===== config.mk =====
export PLATFORM = sky130hd
export DESIGN_NAME = n_bit_1_to_4_stream_demux
export DESIGN_NICKNAME = d
export VERILOG_FILES = /design/src/rtl/demux_pkg.sv /design/src/rtl/demux_slot.sv /design/src/rtl/n_bit_1_to_4_stream_demux.sv
export SDC_FILE = /design/constraint.sdc
export NUM_CORES = 1
export LEC_CHECK = 0
export ABC_CLOCK_PERIOD_IN_PS = 1520
export CAP_MARGIN = 5
export CORE_MARGIN = 4
export CORE_UTILIZATION = 25
export CTS_CLUSTER_DIAMETER = 100
export DETAILED_ROUTE_END_ITERATION = 7
export PLACE_DENSITY = 0.46
export SETUP_SLACK_MARGIN = 0.2
export SYNTH_ARGS = -nofsm -noshare
export SYNTH_HDL_FRONTEND = slang
export SYNTH_SLANG_ARGS = --single-unit

===== constraint.sdc =====
create_clock -name clk -period 1.52 [get_ports clk]
set_input_delay 0.304 -clock clk [delete_from_list [all_inputs] [get_ports clk]]
set_output_delay 0.304 -clock clk [all_outputs]
set_load 0.01 [all_outputs]

===== src/rtl/demux_pkg.sv =====
// ----------------------------------------------------------------------------
// demux_pkg
// Shared constants for the 1-to-4 stream demultiplexer: select width, lane
// count, beat-counter width and the lane index constants.
// ----------------------------------------------------------------------------
package demux_pkg;

    localparam int SEL_W     = 2;
    localparam int NUM_LANES = 4;
    localparam int CNT_W     = 16;

    localparam logic [SEL_W-1:0] LANE0 = 2'd0;
    localparam logic [SEL_W-1:0] LANE1 = 2'd1;
    localparam logic [SEL_W-1:0] LANE2 = 2'd2;
    localparam logic [SEL_W-1:0] LANE3 = 2'd3;

    // One-hot lane mask for a select value.
    function automatic logic [NUM_LANES-1:0] lane_onehot(input logic [SEL_W-1:0] sel);
        return 4'b0001 << sel;
    endfunction

endpackage


===== src/rtl/demux_slot.sv =====
// ----------------------------------------------------------------------------
// demux_slot
// One-entry register slice for a single output lane. A load writes the entry
// and marks it valid; a drain without a load empties it. Load and drain in
// the same cycle replace the entry with no bubble. The data register is not
// cleared on drain, so an empty lane keeps showing its last payload.
//
// Ports
//   clk      : clock, rising edge
//   rst_n    : asynchronous active-low reset
//   load     : write data_in into the entry this cycle
//   drain    : downstream consumes the entry this cycle
//   data_in  : payload to load
//   valid    : entry holds a beat
//   data     : entry payload
// ----------------------------------------------------------------------------
module demux_slot #(
    parameter int N = 8
) (
    input  logic         clk,
    input  logic         rst_n,
    input  logic         load,
    input  logic         drain,
    input  logic [N-1:0] data_in,
    output logic         valid,
    output logic [N-1:0] data
);

    logic         valid_q, valid_d;
    logic [N-1:0] data_q, data_d;

    always_comb begin
        valid_d = load | (valid_q & ~drain);
        data_d  = load ? data_in : data_q;
    end

    always_ff @(posedge clk or negedge rst_n) begin
        if (!rst_n) begin
            valid_q <= 1'b0;
            data_q  <= '0;
        end else begin
            valid_q <= valid_d;
            data_q  <= data_d;
        end
    end

    assign valid = valid_q;
    assign data  = data_q;

endmodule


===== src/rtl/n_bit_1_to_4_stream_demux.sv =====
// ----------------------------------------------------------------------------
// n_bit_1_to_4_stream_demux
// Routes a valid/ready input stream to one of four output lanes chosen by
// select. Each lane is a one-entry slice (demux_slot), so beats appear one
// cycle after acceptance and lanes drain independently; a stalled lane only
// back-pressures beats addressed to it.
//
// Optional feature: define DEMUX_BEAT_COUNT_EN to add per-lane saturating
// counters of output transfers (cnt0..cnt3) with a synchronous clear cnt_clr.
//
// Ports
//   clk        : clock, rising edge
//   rst_n      : asynchronous active-low reset
//   select     : destination lane of the current input beat
//   in_valid   : input beat present
//   in_data    : input payload
//   in_ready   : input beat accepted this cycle (if in_valid)
//   out_valid  : per-lane beat present, bit k = lane k
//   y0..y3     : per-lane payload
//   out_ready  : per-lane downstream accept
//   cnt_clr    : (DEMUX_BEAT_COUNT_EN) clear all beat counters
//   cnt0..cnt3 : (DEMUX_BEAT_COUNT_EN) per-lane output transfer counts
// ----------------------------------------------------------------------------
module n_bit_1_to_4_stream_demux
    import demux_pkg::*;
#(
    parameter int N = 8
) (
    input  logic                 clk,
    input  logic                 rst_n,
    input  logic [SEL_W-1:0]     select,
    input  logic                 in_valid,
    input  logic [N-1:0]         in_data,
    output logic                 in_ready,
    output logic [NUM_LANES-1:0] out_valid,
    output logic [N-1:0]         y0,
    output logic [N-1:0]         y1,
    output logic [N-1:0]         y2,
    output logic [N-1:0]         y3,
`ifdef DEMUX_BEAT_COUNT_EN
    input  logic                 cnt_clr,
    output logic [CNT_W-1:0]     cnt0,
    output logic [CNT_W-1:0]     cnt1,
    output logic [CNT_W-1:0]     cnt2,
    output logic [CNT_W-1:0]     cnt3,
`endif
    input  logic [NUM_LANES-1:0] out_ready
);

    logic [NUM_LANES-1:0] lane_valid;
    logic [N-1:0]         lane_data [NUM_LANES];
    logic [NUM_LANES-1:0] lane_load;
    logic                 accept;

    // Ready depends only on the addressed lane, never on in_valid.
    assign in_ready  = !lane_valid[select] || out_ready[select];
    assign accept    = in_valid && in_ready;
    assign lane_load = accept ? lane_onehot(select) : '0;

    for (genvar k = 0; k < NUM_LANES; k++) begin : g_lane
        demux_slot #(.N(N)) u_slot (
            .clk     (clk),
            .rst_n   (rst_n),
            .load    (lane_load[k]),
            .drain   (out_ready[k]),
            .data_in (in_data),
            .valid   (lane_valid[k]),
            .data    (lane_data[k])
        );
    end

    assign out_valid = lane_valid;
    assign y0        = lane_data[LANE0];
    assign y1        = lane_data[LANE1];
    assign y2        = lane_data[LANE2];
    assign y3        = lane_data[LANE3];

`ifdef DEMUX_BEAT_COUNT_EN
    logic [CNT_W-1:0] cnt_q [NUM_LANES];
    logic [CNT_W-1:0] cnt_d [NUM_LANES];

    // Clear has priority over a same-cycle transfer; counts stick at all-ones.
    always_comb begin
        for (int k = 0; k < NUM_LANES; k++) begin
            cnt_d[k] = cnt_q[k];
            if (cnt_clr) begin
                cnt_d[k] = '0;
            end else if (lane_valid[k] && out_ready[k] && (cnt_q[k] != '1)) begin
                cnt_d[k] = cnt_q[k] + CNT_W'(1);
            end
        end
    end

    always_ff @(posedge clk or negedge rst_n) begin
        if (!rst_n) begin
            for (int k = 0; k < NUM_LANES; k++) cnt_q[k] <= '0;
        end else begin
            for (int k = 0; k < NUM_LANES; k++) cnt_q[k] <= cnt_d[k];
        end
    end

    assign cnt0 = cnt_q[LANE0];
    assign cnt1 = cnt_q[LANE1];
    assign cnt2 = cnt_q[LANE2];
    assign cnt3 = cnt_q[LANE3];
`endif

endmodule


---- Yosys cells after proc, flatten, opt, wreduce, memory -nomap -nowiden ----
Cells that the tools add are included.
word-level totals
  output and inout bits ................... 37
  logic and storage cells ................. 30
  register bits after elaboration ......... 36
  input bits .............................. 17
operators by class
  order comparisons ....................... 1
  mux-type cells .......................... 5
  bitwise gates (word level) .............. 12
  reductions and logical operators ........ 3
  shift-type cells ........................ 1
operators with widths
  cell                                                                           count
  1-bit AND                                                                      4
  1-bit binary-select mux with 2-bit select                                      2
  4-bit two-way mux                                                              1
  1-bit inverter                                                                 4
  1-bit OR                                                                       4
  1-bit by 2-bit left shift with 4-bit output (first input constant)             1
  2-bit by 3-bit less-than comparator with 1-bit output (second input constant)  1
  1-bit two-way mux                                                              2
  1-bit logical AND                                                              1
  1-bit logical NOT                                                              1
  1-bit logical OR                                                               1

---- Longest topological paths before layout ----
Gate-level depths: netlist of the first run.
  depth in word-level cells ............... 7
  mapped depth ............................ 5
  depth with buffers taken out ............ 3

---- Modules after synthesis ----
From an unflattened synthesis of the first run, not the netlist that was laid out.
unflattened totals
  cells, all modules ...................... 89
  area, all modules ....................... 1577.8 sq um
modules (own cells, without submodules)
  module                     cells each  area each (sq um)  times used  sequential area each (sq um)
  demux_slot                 20          369.1              4           225.2
  n_bit_1_to_4_stream_demux  9           101.3              1           0.0

---- Worst setup path after synthesis of the first run ----
No wires, ideal clock.
  kind .................................... input -> output
  from .................................... input port select[1]
  to ...................................... output port in_ready
  arrival time ............................ 1.000 ns
  stages on the path ...................... 2
  setup slack ............................. 0.216 ns
  path buffers ............................ 1
  required time ........................... 1.216 ns
  cells stage by stage .................... buf_2 -> mux4_2
on the way
  cells in the longest elaborated chain, start to end .. 4
  elaborated cells between the ends (all ways) .. 6
  classes of those cells .................. mux: 4; reduce/logical: 2
RTL lines
  what                                       RTL line                         RTL
  from (decl)                                n_bit_1_to_4_stream_demux.sv:31  input logic [SEL_W-1:0] select,
  1-bit binary-select mux with 2-bit select  n_bit_1_to_4_stream_demux.sv:56  assign in_ready = !lane_valid[select] || out_ready[select];
  1-bit two-way mux (implied by the code)    n_bit_1_to_4_stream_demux.sv:56
  1-bit logical NOT                          n_bit_1_to_4_stream_demux.sv:56
  1-bit logical OR *                         n_bit_1_to_4_stream_demux.sv:56
  to (decl)                                  n_bit_1_to_4_stream_demux.sv:34  output logic in_ready,
Mark *: on every way between the ends. The rest lies on a longest branch, timed or not. The select of a mux whose other input is x is not followed.

---- Worst setup path in the final report of the first run ----
  from .................................... register g_lane[3].u_slot.valid_q
  to ...................................... output port in_ready
on the way
  cells in the longest elaborated chain, start to end .. 4
RTL lines
  what                                       RTL line                         RTL
  from (decl)                                demux_slot.sv:29                 logic valid_q, valid_d;
  from (signal assigned)                     demux_slot.sv:42                 valid_q <= valid_d;
  1-bit binary-select mux with 2-bit select  n_bit_1_to_4_stream_demux.sv:56
  1-bit two-way mux (implied by the code)    n_bit_1_to_4_stream_demux.sv:56
  1-bit logical NOT                          n_bit_1_to_4_stream_demux.sv:56
  1-bit logical OR                           n_bit_1_to_4_stream_demux.sv:56
No other way between the ends. The select of a mux whose other input is x is not followed.

==> out/metrics.csv, run 1 <==
stage,metric,value,unit
yosys,Post-Synthesis Cells,92,
placed_design,routability congestion estimate,0.693,
detailed_routing,drt pass-1 iters,2,
clocking,CTS H-tree lvls,2,
power_and_ir_drop,peak supply drop,0.559,mV
yosys,post-synthesis adder-cell area fraction,0,
finish,area grow syn2layout,72.0,%
placed_design,placed instance area,2130,um^2
min_path,HP Class,in -> async,
floorplan,Initial Utilization,0.258,
finish,area of the multi-input gates,626,um^2
yosys,simple-gate area share of the yosys netlist,0.0682,
grt,GR Overflow Total,0,
grt,GRT Overall Usage,0.112,
critical_path,critical-path maximum fanout,2,
critical_path,RR Endpoint,g_lane[3].u_slot.data[4],
finish,most frequent cells in the layout,"dlygate4sd2_1 (37), dfrtp_1 (36), mux2_4 (24), buf_6 (14)",
critical_path,critical path class,reg -> out,
power_and_ir_drop,power per standard cell area,1180,nW/um^2
clocking,CTS Sinks,36,
power_and_ir_drop,post-layout power,2890,uW
floorplan,die area,7000,um^2
yosys,post-synthesis compound-gate area fraction,0.00350,
finish,final net count,186,
critical_path,Critical Path Sink Type,primary output,
finish,final instance area,2460,um^2
finish,layout cell share with drive strength beyond 1,0.453,
grt,antenna violations before repair,0,
floorplan,number of I/O pins,54,
yosys,sequential share of the synthesized area,0.629,
yosys,YS warnings,0,
detailed_routing,post-route ant nets,0,
detailed_routing,Total Wirelength,3770,um
critical_path,R2R depth,9,
job,max-cap violations,0,
grt,vias in the first global route,1192,
detailed_routing,mean number of vias per cell,4.19,
timing,endpoints failing hold,0,
grt,first-pass GRT wire length,6170,um
clocking,root buffer cell,clkbuf_8,
critical_path,beginning of the worst register-to-register path,g_lane[3].u_slot.valid,
detailed_routing,vias,1014,
placed_design,Placement Setup Slack,-625,ps
timing,Slew @ Worst Pin,431,ps
yosys,main combinational cell family by area after synthesis,multiplexers,
timing,ratio of final minimum period to clock period,1.10,
timing,relative slew slack,0.713,
floorplan,die width,83.7,um
outcome,status,"complete, but fails checks",
critical_path,Worst R2R Setup Slack,-140,ps
yosys,cell area after synthesis,1430,um^2
outcome,failing checks,negative setup slack,
yosys,Synth Area in XOR/XNOR,0,
placed_design,IO Port Bufs,53,
floorplan,die height,83.7,um
detailed_routing,DR iter-0 viols,12,
critical_path,WP data required,1220,ps
clocking,clk slew on worst S/H paths,70,ps
placed_design,hpwl dp,2730,um
clocking,Clock Path Buffers,2,
critical_path,Startpoint Class,register,
yosys,syn avg cell area,15.6,um^2
yosys,post-synthesis register bit count,36,
floorplan,Rows,27,
power_and_ir_drop,LEAKAGE,0.00119,uW
clocking,TritonCTS Buffers,5,
timing,Setup Skew,4.40,ps
finish,diode count,0,
timing,final critical-path required period,1670,ps
clocking,Worst-Skew Late Latency,280,ps
finish,Filler Cell Count,529,
yosys,Syn Nets,109,
finish,Finished Layout Cells,242,
critical_path,worst endpoint data arrival time,1360,ps
timing,Achievable Freq,0.600,GHz
detailed_routing,wire length per cell,15.6,um
finish,storage element area,901,um^2
grt,largest net degree at the start of global routing,21,
yosys,post-synthesis mux area share,0.267,
finish,"most common cell after layout, fill and taps aside",dlygate4sd2_1,
placed_design,# placed instances,226,
timing,count of final setup violators,9,
floorplan,core area,5540,um^2
detailed_routing,Post-route DRC,0,
yosys,"Distinct cells, synth",13,
timing,Hold WS,487,ps
timing,post-route setup slack,-147,ps
timing,fin. max-slew vios,0,
timing,RSZ-0062 raised after global routing,yes,
clocking,CTS tree,done,
## critical path, stage by stage (launching register included)
cell      delay, ps
dfrtp_1         400
nand2b_4         70
mux4_2          470
buf_6           140
## stage by stage
stage | util | setup TNS [ps]
2_1_floorplan | - | 0
3_3_place_gp | 0.385 | -11010
3_5_place_dp | 0.385 | -11300
4_1_cts | 0.435 | -1150
5_1_grt | 0.444 | -1640
6_report | 0.444 | -1230
## worst max path at each step
stage,from,to,slack (ps),cells after the start
finish,g_lane[3].u_slot.valid,in_ready,-150,3
global route,g_lane[3].u_slot.valid,in_ready,-190,3
CTS,g_lane[3].u_slot.valid,in_ready,-160,3
detailed placement,out_ready[3],in_ready,-620,4
global placement,out_ready[2],in_ready,-610,4
floorplan,select[1],in_ready,220,2
## layer usage
layer | vias to the layer above | global-route usage | part of all wire
met2 | 34 | 0.180 | 0.48
met3 | 4 | 0.0494 | 0.068
met4 | 0 | 0.0263 | 0.0061
met1 | 512 | 0.139 | 0.45
met5 | - | 0 | 0
li1 | 464 | - | -
## area by class of cell
cell class,count,share of cell area
Clock buffer,5,0.0279
Clock inverter,3,0.0173
Tap cell,72,0.0366
Timing Repair Buffer,77,0.298
Sequential cell,36,0.366
Multi-Input combinational cell,49,0.254
## where the power goes
group	internal (uW)	switching (uW)
Combinational	501	306
Clock	485	346
Sequential	1150	110
Total	2130	761
## synth_stat cells
library cell | number | area share
nor2b_1 | 2 | 0.0087
mux4_2 | 1 | 0.016
nand2_1 | 5 | 0.013
buf_2 | 3 | 0.010
dfrtp_1 | 36 | 0.63
o21ai_0 | 1 | 0.0035
nand3_1 | 1 | 0.0035
nand2b_1 | 4 | 0.017
mux2_2 | 32 | 0.25
nor3b_4 | 1 | 0.013
and3_1 | 1 | 0.0044
nand3b_2 | 1 | 0.0079
buf_4 | 4 | 0.021
## sequential cells by signal, summed over array words and instances, names as in the netlist
name / count
g_lane.u_slot.data: 32
g_lane.u_slot.valid: 4
## logic make-up (layout without fill, tap and decap cells)
group | after synthesis | count (layout)
simple gates | 15 | 15
buf+inv | 7 | 85
mux | 33 | 33
compound gates | 1 | 1
flops | 36 | 36
## timing repair
| item | in CTS | in global routing |
|---|---|---|
| cloned | 0 | 0 |
| endpoints found under the setup margin | 69 | 34 |
| hold buffers | 1 | 0 |
| hold endpoints to repair | 16 | 0 |
| gates resized for setup | 94 | 15 |
| buffers inserted | 6 | 1 |
| pin swaps | 1 | 0 |
Note: power is estimated with default switching activity, not from simulation.
==> run 2, diff against run 1 <==
--- a/config.mk
+++ b/config.mk
@@ -5,13 +5,14 @@
 export SDC_FILE = /design/constraint.sdc
 export NUM_CORES = 1
 export LEC_CHECK = 0
+export ABC_AREA = 1
 export ABC_CLOCK_PERIOD_IN_PS = 1520
 export CAP_MARGIN = 5
 export CORE_MARGIN = 4
 export CORE_UTILIZATION = 25
 export CTS_CLUSTER_DIAMETER = 100
 export DETAILED_ROUTE_END_ITERATION = 7
-export PLACE_DENSITY = 0.46
+export PLACE_DENSITY = 0.44
 export SETUP_SLACK_MARGIN = 0.2
 export SYNTH_ARGS = -nofsm -noshare
 export SYNTH_HDL_FRONTEND = slang
==> out/metrics.csv, run 2 <==
stage,metric,value,unit,change
finish,diode count,0,,unchanged
finish,Finished Layout Cells,349,,+44%
finish,storage element area,901,um^2,unchanged
detailed_routing,Post-route DRC,0,,unchanged
floorplan,die height,90.6,um,+8.3%
power_and_ir_drop,Gate power share,0.321,,+0.042
power_and_ir_drop,sw power,945,uW,+24%
floorplan,die width,90.6,um,+8.3%
critical_path,Startpoint Class,register,,
grt,first-pass GRT wire length,8760,um,+42%
detailed_routing,vias,1638,,+62%
finish,most frequent cells in the layout,"nand2_1 (52), dfrtp_1 (36), dlygate4sd2_1 (34), nand4_1 (32), nand2_2 (25)",,
detailed_routing,post-route ant nets,0,,unchanged
timing,count of final setup violators,0,,-9
critical_path,Worst R2R Setup Slack,60,ps,+200 ps
clocking,CTS H-tree lvls,2,,unchanged
power_and_ir_drop,switching portion of total power,0.307,,+0.0443
power_and_ir_drop,Cell Int Power,2130,uW,-0.13%
clocking,clk slew on worst S/H paths,70,ps,about the same
finish,"most common cell after layout, fill and taps aside",nand2_1,,
placed_design,routability congestion estimate,0.704,,+1.5%
yosys,commonest cells in the synthesized netlist,"nand2_1 (73), dfrtp_1 (36), nand4_1 (32), buf_4 (6)",,
power_and_ir_drop,LEAKAGE,0.00147,uW,+24%
finish,final instance area,2920,um^2,+19%
critical_path,beginning of the worst register-to-register path,g_lane[0].u_slot.valid,,
yosys,"Distinct cells, synth",20,,+7
timing,fin. max-slew vios,0,,unchanged
yosys,Post-synth EDFFs,0,,unchanged
clocking,TritonCTS Buffers,5,,unchanged
grt,antenna violations before repair,0,,unchanged
finish,Filler Cell Count,642,,+21%
grt,largest net degree at the start of global routing,37,,+76%
placed_design,# placed instances,321,,+42%
floorplan,number of I/O pins,54,,unchanged
clocking,CTS Hold Bufs,0,,-1
power_and_ir_drop,Flop pwr share,0.407,,-0.027
critical_path,critical-path maximum fanout,2,,unchanged
timing,TNS Setup,0,ps,+1230 ps
yosys,most numerous cell in the Yosys netlist,nand2_1,,
grt,vias in the first global route,1681,,+41%
critical_path,worst endpoint data arrival time,1200,ps,-160 ps
detailed_routing,Total Wirelength,5670,um,+50%
detailed_routing,wire length per cell,16.2,um,+4.1%
finish,layout cell share with drive strength beyond 1,0.360,,-0.0926
yosys,Syn Nets,198,,+82%
grt,GR Overflow Total,0,,unchanged
finish,max reg flops,32,,unchanged
grt,GRT Overall Usage,0.137,,+0.0249
min_path,HP Class,in -> reg,,
timing,Achievable Freq,0.664,GHz,+11%
detailed_routing,mean number of vias per cell,4.69,,+12%
clocking,Clock Path Buffers,2,,unchanged
critical_path,Setup crit start,g_lane[0].u_slot.valid,,
critical_path,WP data required,1220,ps,about the same
yosys,YS warnings,0,,unchanged
yosys,post-synthesis register bit count,36,,unchanged
yosys,main flop type after synthesis,dfrtp_1,,
clocking,Worst-Skew Late Latency,290,ps,about the same
critical_path,CP endpoint,in_ready,,
yosys,top post-synthesis cells by area,"dfrtp_1 (53%), nand2_1 (16%), nand4_1 (12%), nand3_4 (3.1%), buf_4 (2.6%)",,
floorplan,die area,8210,um^2,+17%
critical_path,RR Endpoint,g_lane[2].u_slot.data[5],,
clocking,CTS tree,done,,
min_path,WHS Path Cells,2,,
timing,endpoints failing hold,0,,unchanged
yosys,share of the synthesized area in the top cell type,0.528,,-0.102
timing,relative slew slack,0.784,,+0.0714
job,max-cap violations,0,,unchanged
finish,final net count,288,,+55%
yosys,Yosys top cell by area,dfrtp_1,,
timing,final critical-path required period,1510,ps,-160 ps
timing,Slew @ Worst Pin,323,ps,-107 ps
placed_design,IO Port Bufs,53,,unchanged
timing,ratio of final minimum period to clock period,0.991,,-0.106
finish,area of the multi-input gates,817,um^2,+31%
yosys,sequential share of the synthesized area,0.528,,-0.102
critical_path,Critical Path Sink Type,primary output,,
finish,area grow syn2layout,71.0,%,
power_and_ir_drop,power per standard cell area,1050,nW/um^2,-10%
power_and_ir_drop,clock network power share,0.272,,-0.015
yosys,Post-Synthesis Cells,181,,+97%
floorplan,Initial Utilization,0.263,,+0.00441
floorplan,core area,6490,um^2,+17%
detailed_routing,DR iter-0 viols,53,,+41
yosys,syn avg cell area,9.43,um^2,-39%
placed_design,placed instance area,2410,um^2,+13%
power_and_ir_drop,peak supply drop,0.348,mV,-38%
critical_path,R2R depth,11,,+2
outcome,status,finished clean,,
yosys,Synth async-reset ratio,1.00,,unchanged
timing,Hold WS,341,ps,-146 ps
placed_design,hpwl dp,3520,um,+29%
power_and_ir_drop,post-layout power,3080,uW,+6.3%
clocking,CTS Sinks,36,,unchanged
floorplan,Rows,29,,+7.4%
critical_path,critical path class,reg -> out,,
yosys,cell area after synthesis,1710,um^2,+19%
timing,Setup Skew,8.63,ps,+4.24 ps
timing,RSZ-0062 raised after global routing,yes,,
detailed_routing,drt pass-1 iters,4,,+2
clocking,root buffer cell,clkbuf_8,,
run 2: cell count changes in the layout (fill, tap and decap cells not counted), sizes merged, moves of 6 or more:
cell   before  now
buf        27   43
inv         0    6
mux2       32    0
nand2       5   78
nand3       1   11
nand4       0   32
run 2: layout make-up:
type	instances	share of cell area
well taps	77	0.0330
repair buffers	92	0.331
inverters	7	0.0103
clock inverters	2	0.0120
flip-flops and latches	36	0.309
multi-input cells	129	0.280
clock buffers	6	0.0249
run 2: what timing repair did:
item | CTS | global route
gates cloned | 7 | 2
buffers inserted | 10 | 1
pin swaps | 12 | 17
setup endpoints to repair | 73 | 39
resized for setup | 91 | 27
run 2: critical path: stages, from the launching register on:
cell     delay (ps)
dfrtp_1         390
buf_6           120
nand2_2          50
nand2_1          40
nand2_1          60
nand2_2          80
nand2_8          70
buf_6           100
run 2: power groups by stage:
stage / logic (uW) / clock network [uW] / registers [uW]
5_1_grt: 1070 / 898 / 1280
3_3_place_gp: 891 / 0 / 1270
6_report: 987 / 836 / 1250
4_1_cts: 923 / 847 / 1240
2_1_floorplan: 291 / 0 / 1330
3_5_place_dp: 900 / 0 / 1260
run 2: worst min path at each step:
stage / to / from
after floorplan: g_lane[0].u_slot.data[0] / rst_n
after global placement: g_lane[2].u_slot.data[2] / g_lane[2].u_slot.data[2]
after detailed placement: g_lane[2].u_slot.data[6] / g_lane[2].u_slot.data[6]
after CTS: g_lane[1].u_slot.valid / out_ready[1]
after global routing: g_lane[1].u_slot.valid / out_ready[1]
final: g_lane[1].u_slot.valid / out_ready[1]
run 2: per-stage QoR:
stage                      util  worst slack, ps
final                     0.449             13.2
after global routing      0.449            -52.6
after CTS                 0.431             5.91
after detailed placement  0.372             -701
after global placement    0.372             -646
after floorplan               -              192
run 2: metal layers:
layer	routed length, um	vias to the layer above	GRT usage
li1	-	803	-
met5	0	-	0
met2	2730	46	0.210
met3	289	5	0.0317
met4	72	0	0.0561
met1	2570	784	0.186
run 2: kinds of logic after synthesis:
family                 after synthesis  synth area share
AND/OR/NAND/NOR                    121             0.375
flip-flops                          36             0.528
buffers and inverters               20            0.0850
AO/OA/AOI/OAI                        4            0.0117
==> RTL change 1 (config.mk and constraints of run 2) <==
Set the package constant `NUM_LANES` to 8 (it was 4).
--- a/src/rtl/demux_pkg.sv
+++ b/src/rtl/demux_pkg.sv
@@ -8,3 +8,3 @@
     localparam int SEL_W     = 2;
-    localparam int NUM_LANES = 4;
+    localparam int NUM_LANES = 8;
     localparam int CNT_W     = 16;
Interface: changed (resized out_ready and out_valid); port bits go from 54 to 62. No check against the original RTL was run, so the function may have changed too.
==> RTL change 1 against run 2 <==
Synthesized cell count up 8.8%. Design area fell by 4.1%. Worst setup slack lost 0.0041 ns. Power is 1.9% lower. Sequential share of layout area up 4.9 points. Clock power rose by 2.8%. Critical path depth increased by 2. Via count decreased by 2.3%. Wire length down 6.7%. Critical endpoint unchanged. Largest power group unchanged. Area after synthesis increased by 10%. Sequential cell count up 4. Largest cell class is now registers. Sequential power increased by 7%.
==> RTL change 1: results (changes against run 2) <==
Cells and area
  • Clock buf/inv share: 3.84% (was 3.69%)
  • Seq cells: 40 (was 36)
  • Fillers: 796 (was 642)
  • Multi-input logic area: 718 µm² (was 817 µm²)
  • Share of layout cells above drive strength 1: 21.5% (was 36.0%)
  • Layout Nets: 294 (was 288)
  • Synthesis-to-finish area growth: 48.4% (was 71.0%)

Worst setup path
  • Worst R2R End: g_lane[1].u_slot.data[4] (was g_lane[2].u_slot.data[5])
  • Max FO, Critical Path: 7 (was 2)
  • Slowest CP cell: dlygate4sd2_1 (was dfrtp_1)
  • Worst path max stage delay: 0.24 ns (was 0.39 ns)
  • Delay-heaviest family, CP: buffers and inverters (was flip-flops)

STA
  • Clk_skew: 0.0101 ns (was 0.00863 ns)
  • Normalized max-slew margin: 71.5% (was 78.4%)

Place
  • IO Port Bufs: 61 (was 53)
  • Post-DP HPWL: 3840 µm (was 3520 µm)
  • Pre-CTS WS: -0.658 ns (was -0.701 ns)

Synthesis
  • Seq/Total Area, Yosys: 53.1% (was 52.8%)
  • Area contributors post-synth: dfrtp_1, nand2_1, nand4_1 (unchanged)
  • Unique masters post-synth: 22 (was 20)

Status
  • Status: complete, no violations (unchanged)

Drt
  • Via count: 1,600 (was 1,638)
  • Avg WL per Cell: 14.2 µm (was 16.2 µm)

Clock network
  • Cts repair resizes: 72 (was 91)
  • Post-CTS Hold Buffers: 1 (was 0)

Worst hold path
  • WHS Endpoint: g_lane[3].u_slot.valid (was g_lane[1].u_slot.valid)
  • Critical hold path startpoint: out_ready[3] (was out_ready[1])
[RTL change 1: changes by cell type after synthesis, sizes merged]
cell	run 2	this run
buf	13	17
dfrtp	36	40
inv	6	10
nor2	4	8
[RTL change 1: worst max path at each step]
| stage | start | end | slack, ns |
|---|---|---|---|
| finish | select[0] | in_ready | 0.009 |
| CTS | g_lane[0].u_slot.valid | in_ready | -0.01 |
| global placement | select[0] | in_ready | -0.62 |
| detailed placement | select[0] | in_ready | -0.66 |
| global route | select[0] | in_ready | -0.06 |
| floorplan | select[1] | in_ready | 0.20 |
[RTL change 1: metal layers]
metal | wire length [µm] | track usage (%) | up-vias | share of wire (%)
met2 | 2390 | 19.0 | 42 | 45
li1 | - | - | 798 | -
met5 | 0 | 0 | - | 0
met3 | 254 | 2.71 | 8 | 4.8
met4 | 108 | 5.77 | 0 | 2.0
met1 | 2540 | 16.7 | 752 | 48
==> RTL change 2 (settings of run 2) <==
Without the edit above. Add a define of `DEMUX_BEAT_COUNT_EN`.
--- a/src/rtl/n_bit_1_to_4_stream_demux.sv
+++ b/src/rtl/n_bit_1_to_4_stream_demux.sv
@@ -23,2 +23,4 @@
 // ----------------------------------------------------------------------------
+`define DEMUX_BEAT_COUNT_EN
+
 module n_bit_1_to_4_stream_demux
Ports: changed (5 added); port bits go from 54 to 119. No check against the original RTL was run, so the function may have changed too.
==> RTL change 2 against run 2 <==
Count of clock-buffer cells in the layout rose by 3. Largest cell class is now multi-input gates. Critical path depth rose by 2. Sequential cell count rose by 64. Via count rose to 3.8 times the old value. Clock skew rose by 0.00085 ns. Area after synthesis rose to 3.3 times the old value. Power rose by 120%. Wire length rose to 3.6 times the old value. Worst setup slack got worse by 0.095 ns. Design area rose to 3.4 times the old value. The flow now finishes with violations (setup timing). Sequential power rose by 140%. Non-clock buffer count rose by 245. Clock power rose to 2.8 times the old value.
==> RTL change 2: results (changes against run 2) <==
Cells and area
  • Inverters: 52 (was 7)
  • Reg area: 2510 µm² (was 901 µm²)
  • Multi-input logic area: 3410 µm² (was 817 µm²)
  • Clkbuf count: 9 (was 6)
  • Share of layout cells above drive strength 1: 48.1% (was 36.0%)
  • Layout Nets: 1,100 (was 288)
  • Non-clk buf share: 32.6% (was 33.1%)
  • Fillers: 2,190 (was 642)
  • Clock buf/inv share: 2.82% (was 3.69%)
  • Non-clk bufs: 337 (was 92)
  • Number of multi-input combinational cells: 578 (was 129)

Place
  • Post-DP HPWL: 13,600 µm (was 3520 µm)
  • IO Port Bufs: 118 (was 53)
  • RD Place Congestion: 0.802 (was 0.704)

Worst setup path
  • Max FO, Critical Path: 6 (was 2)
  • CP arrival: 1.85 ns (was 1.20 ns)
  • FF-to-FF path depth: 9 (was 11)

STA
  • Final hold slack: 0.431 ns (was 0.341 ns)
  • Normalized max-slew margin: 70.0% (was 78.4%)
  • Setup violators final: 36 (was 0)
  • Clk_skew: 0.00949 ns (was 0.00863 ns)
  • Setup slack after layout: -0.0815 ns (was 0.0132 ns)
  • Post-route setup TNS: -0.784 ns (was 0 ns)

Synthesis
  • Register bit total from synthesis: 100 (was 36)
  • Unique masters post-synth: 28 (was 20)
  • Syn Nets: 772 (was 198)
  • Area contributors post-synth: dfrtp_1, nand2_1, nand4_1 (unchanged)
  • Seq/Total Area, Yosys: 44.8% (was 52.8%)
  • Most frequent cells after synthesis: nand2_1, dfrtp_1, nand4_1, nor2_1, inv_1 (was nand2_1, dfrtp_1, nand4_1, buf_4)

GRT
  • Overall routing resource usage: 16.3% (was 13.7%)
  • Antenna violations before repair: 0 (unchanged)
  • Met3 usage: 3.96% (was 3.17%)
  • First-pass GRT wire length: 32,300 µm (was 8760 µm)
  • Met2 Usage GRT: 26.6% (was 21.0%)
  • Largest net degree at the start of global routing: 28 (was 37)
  • Met1 Use GR: 21.9% (was 18.6%)
  • Vias in the first global route: 6,085 (was 1,681)

Drt
  • DRT met1 WL: 9120 µm (was 2570 µm)
  • Initial DRT Pass Iterations: 4 (unchanged)
  • DRT iter0 DRCs: 246 (was 53)
  • Highest metal used: met4 (unchanged)
  • Detail Route met3 WL: 1060 µm (was 289 µm)
  • Avg WL per Cell: 14.9 µm (was 16.2 µm)
  • Drt via density: 4.58 (was 4.69)
  • DR WL met2: 9820 µm (was 2730 µm)

Pwr
  • Seq pwr: 2.99 mW (was 1.25 mW)
  • Worst VDD drop: 474 µV (was 348 µV)
  • Leak: 5.10 nW (was 1.47 nW)
  • Combinational logic power: 1.37 mW (was 0.987 mW)
  • Register share of total power: 44.7% (was 40.7%)
  • Net Switching: 2.06 mW (was 0.945 mW)

Status
  • Violated checks: setup timing
  • Status: finished with violations (was complete, no violations)

Clock network
  • Clock Latency Late Sink: 0.36 ns (was 0.29 ns)
  • Root buffer cell: clkbuf_16 (was clkbuf_8)
  • H-tree depth: 3 (was 2)

Worst hold path
  • HP Class: input pin to asynchronous set/reset pin (was input pin to register)
RTL change 2: cell types whose count changed after synthesis, sizes merged, moves of 8 or more:
| cell | run 2 | this run |
|---|---|---|
| nand3 | 7 | 48 |
| o21ai | 4 | 15 |
| inv | 6 | 50 |
| nor2 | 4 | 83 |
| nand2 | 78 | 305 |
| dfrtp | 36 | 100 |
| o21bai | 0 | 8 |
| xor2 | 0 | 15 |
| nand4 | 32 | 75 |
| buf | 13 | 26 |
RTL change 2: worst max-delay path: cells and delay by family, from the launching register on:
kind	cells	cell delay, ns
buf+inv	1	0.25
compound gates	1	0.23
fa+ha+maj	1	0.20
flops	1	0.40
simple gates	6	0.40
RTL change 2: what timing repair did:
action                                  4_1_cts  5_1_grt
hold buffers                                  1        0
setup buffers                                67       32
endpoints found under the setup margin      199      182
cloned                                       10        2
hold endpoints to repair                     22        0
pin swaps                                    45       43
resized for setup                           584      148
RTL change 2: worst paths after layout:
path / start / end
max: cnt1[1] / cnt1[5]
max reg2reg: cnt1[1] / cnt1[5]
min: rst_n / cnt0[14]
max in group asynchronous: rst_n / g_lane[0].u_slot.valid
min in group clk: g_lane[2].u_slot.data[7] / g_lane[2].u_slot.data[7]
min reg2reg: g_lane[2].u_slot.data[7] / g_lane[2].u_slot.data[7]
RTL change 2: kinds of logic after synthesis:
group,share of synthesized area [%]
XOR/XNOR,2.35
flip-flops,44.8
buffers and inverters,6.70
AO/OA/AOI/OAI,3.32
AND/OR/NAND/NOR,41.9
adder cells (fa/ha/maj),0.896
RTL change 2: per-stage QoR:
stage                     cell area [µm²]  std cells  worst slack, ns
after floorplan                      5720        750           0.0112
after global placement               7990       1235           -0.607
after detailed placement             7990       1235           -0.594
after CTS                            9540       1329          -0.0608
after global routing                10100       1363           -0.144
final                               10100       1363          -0.0815
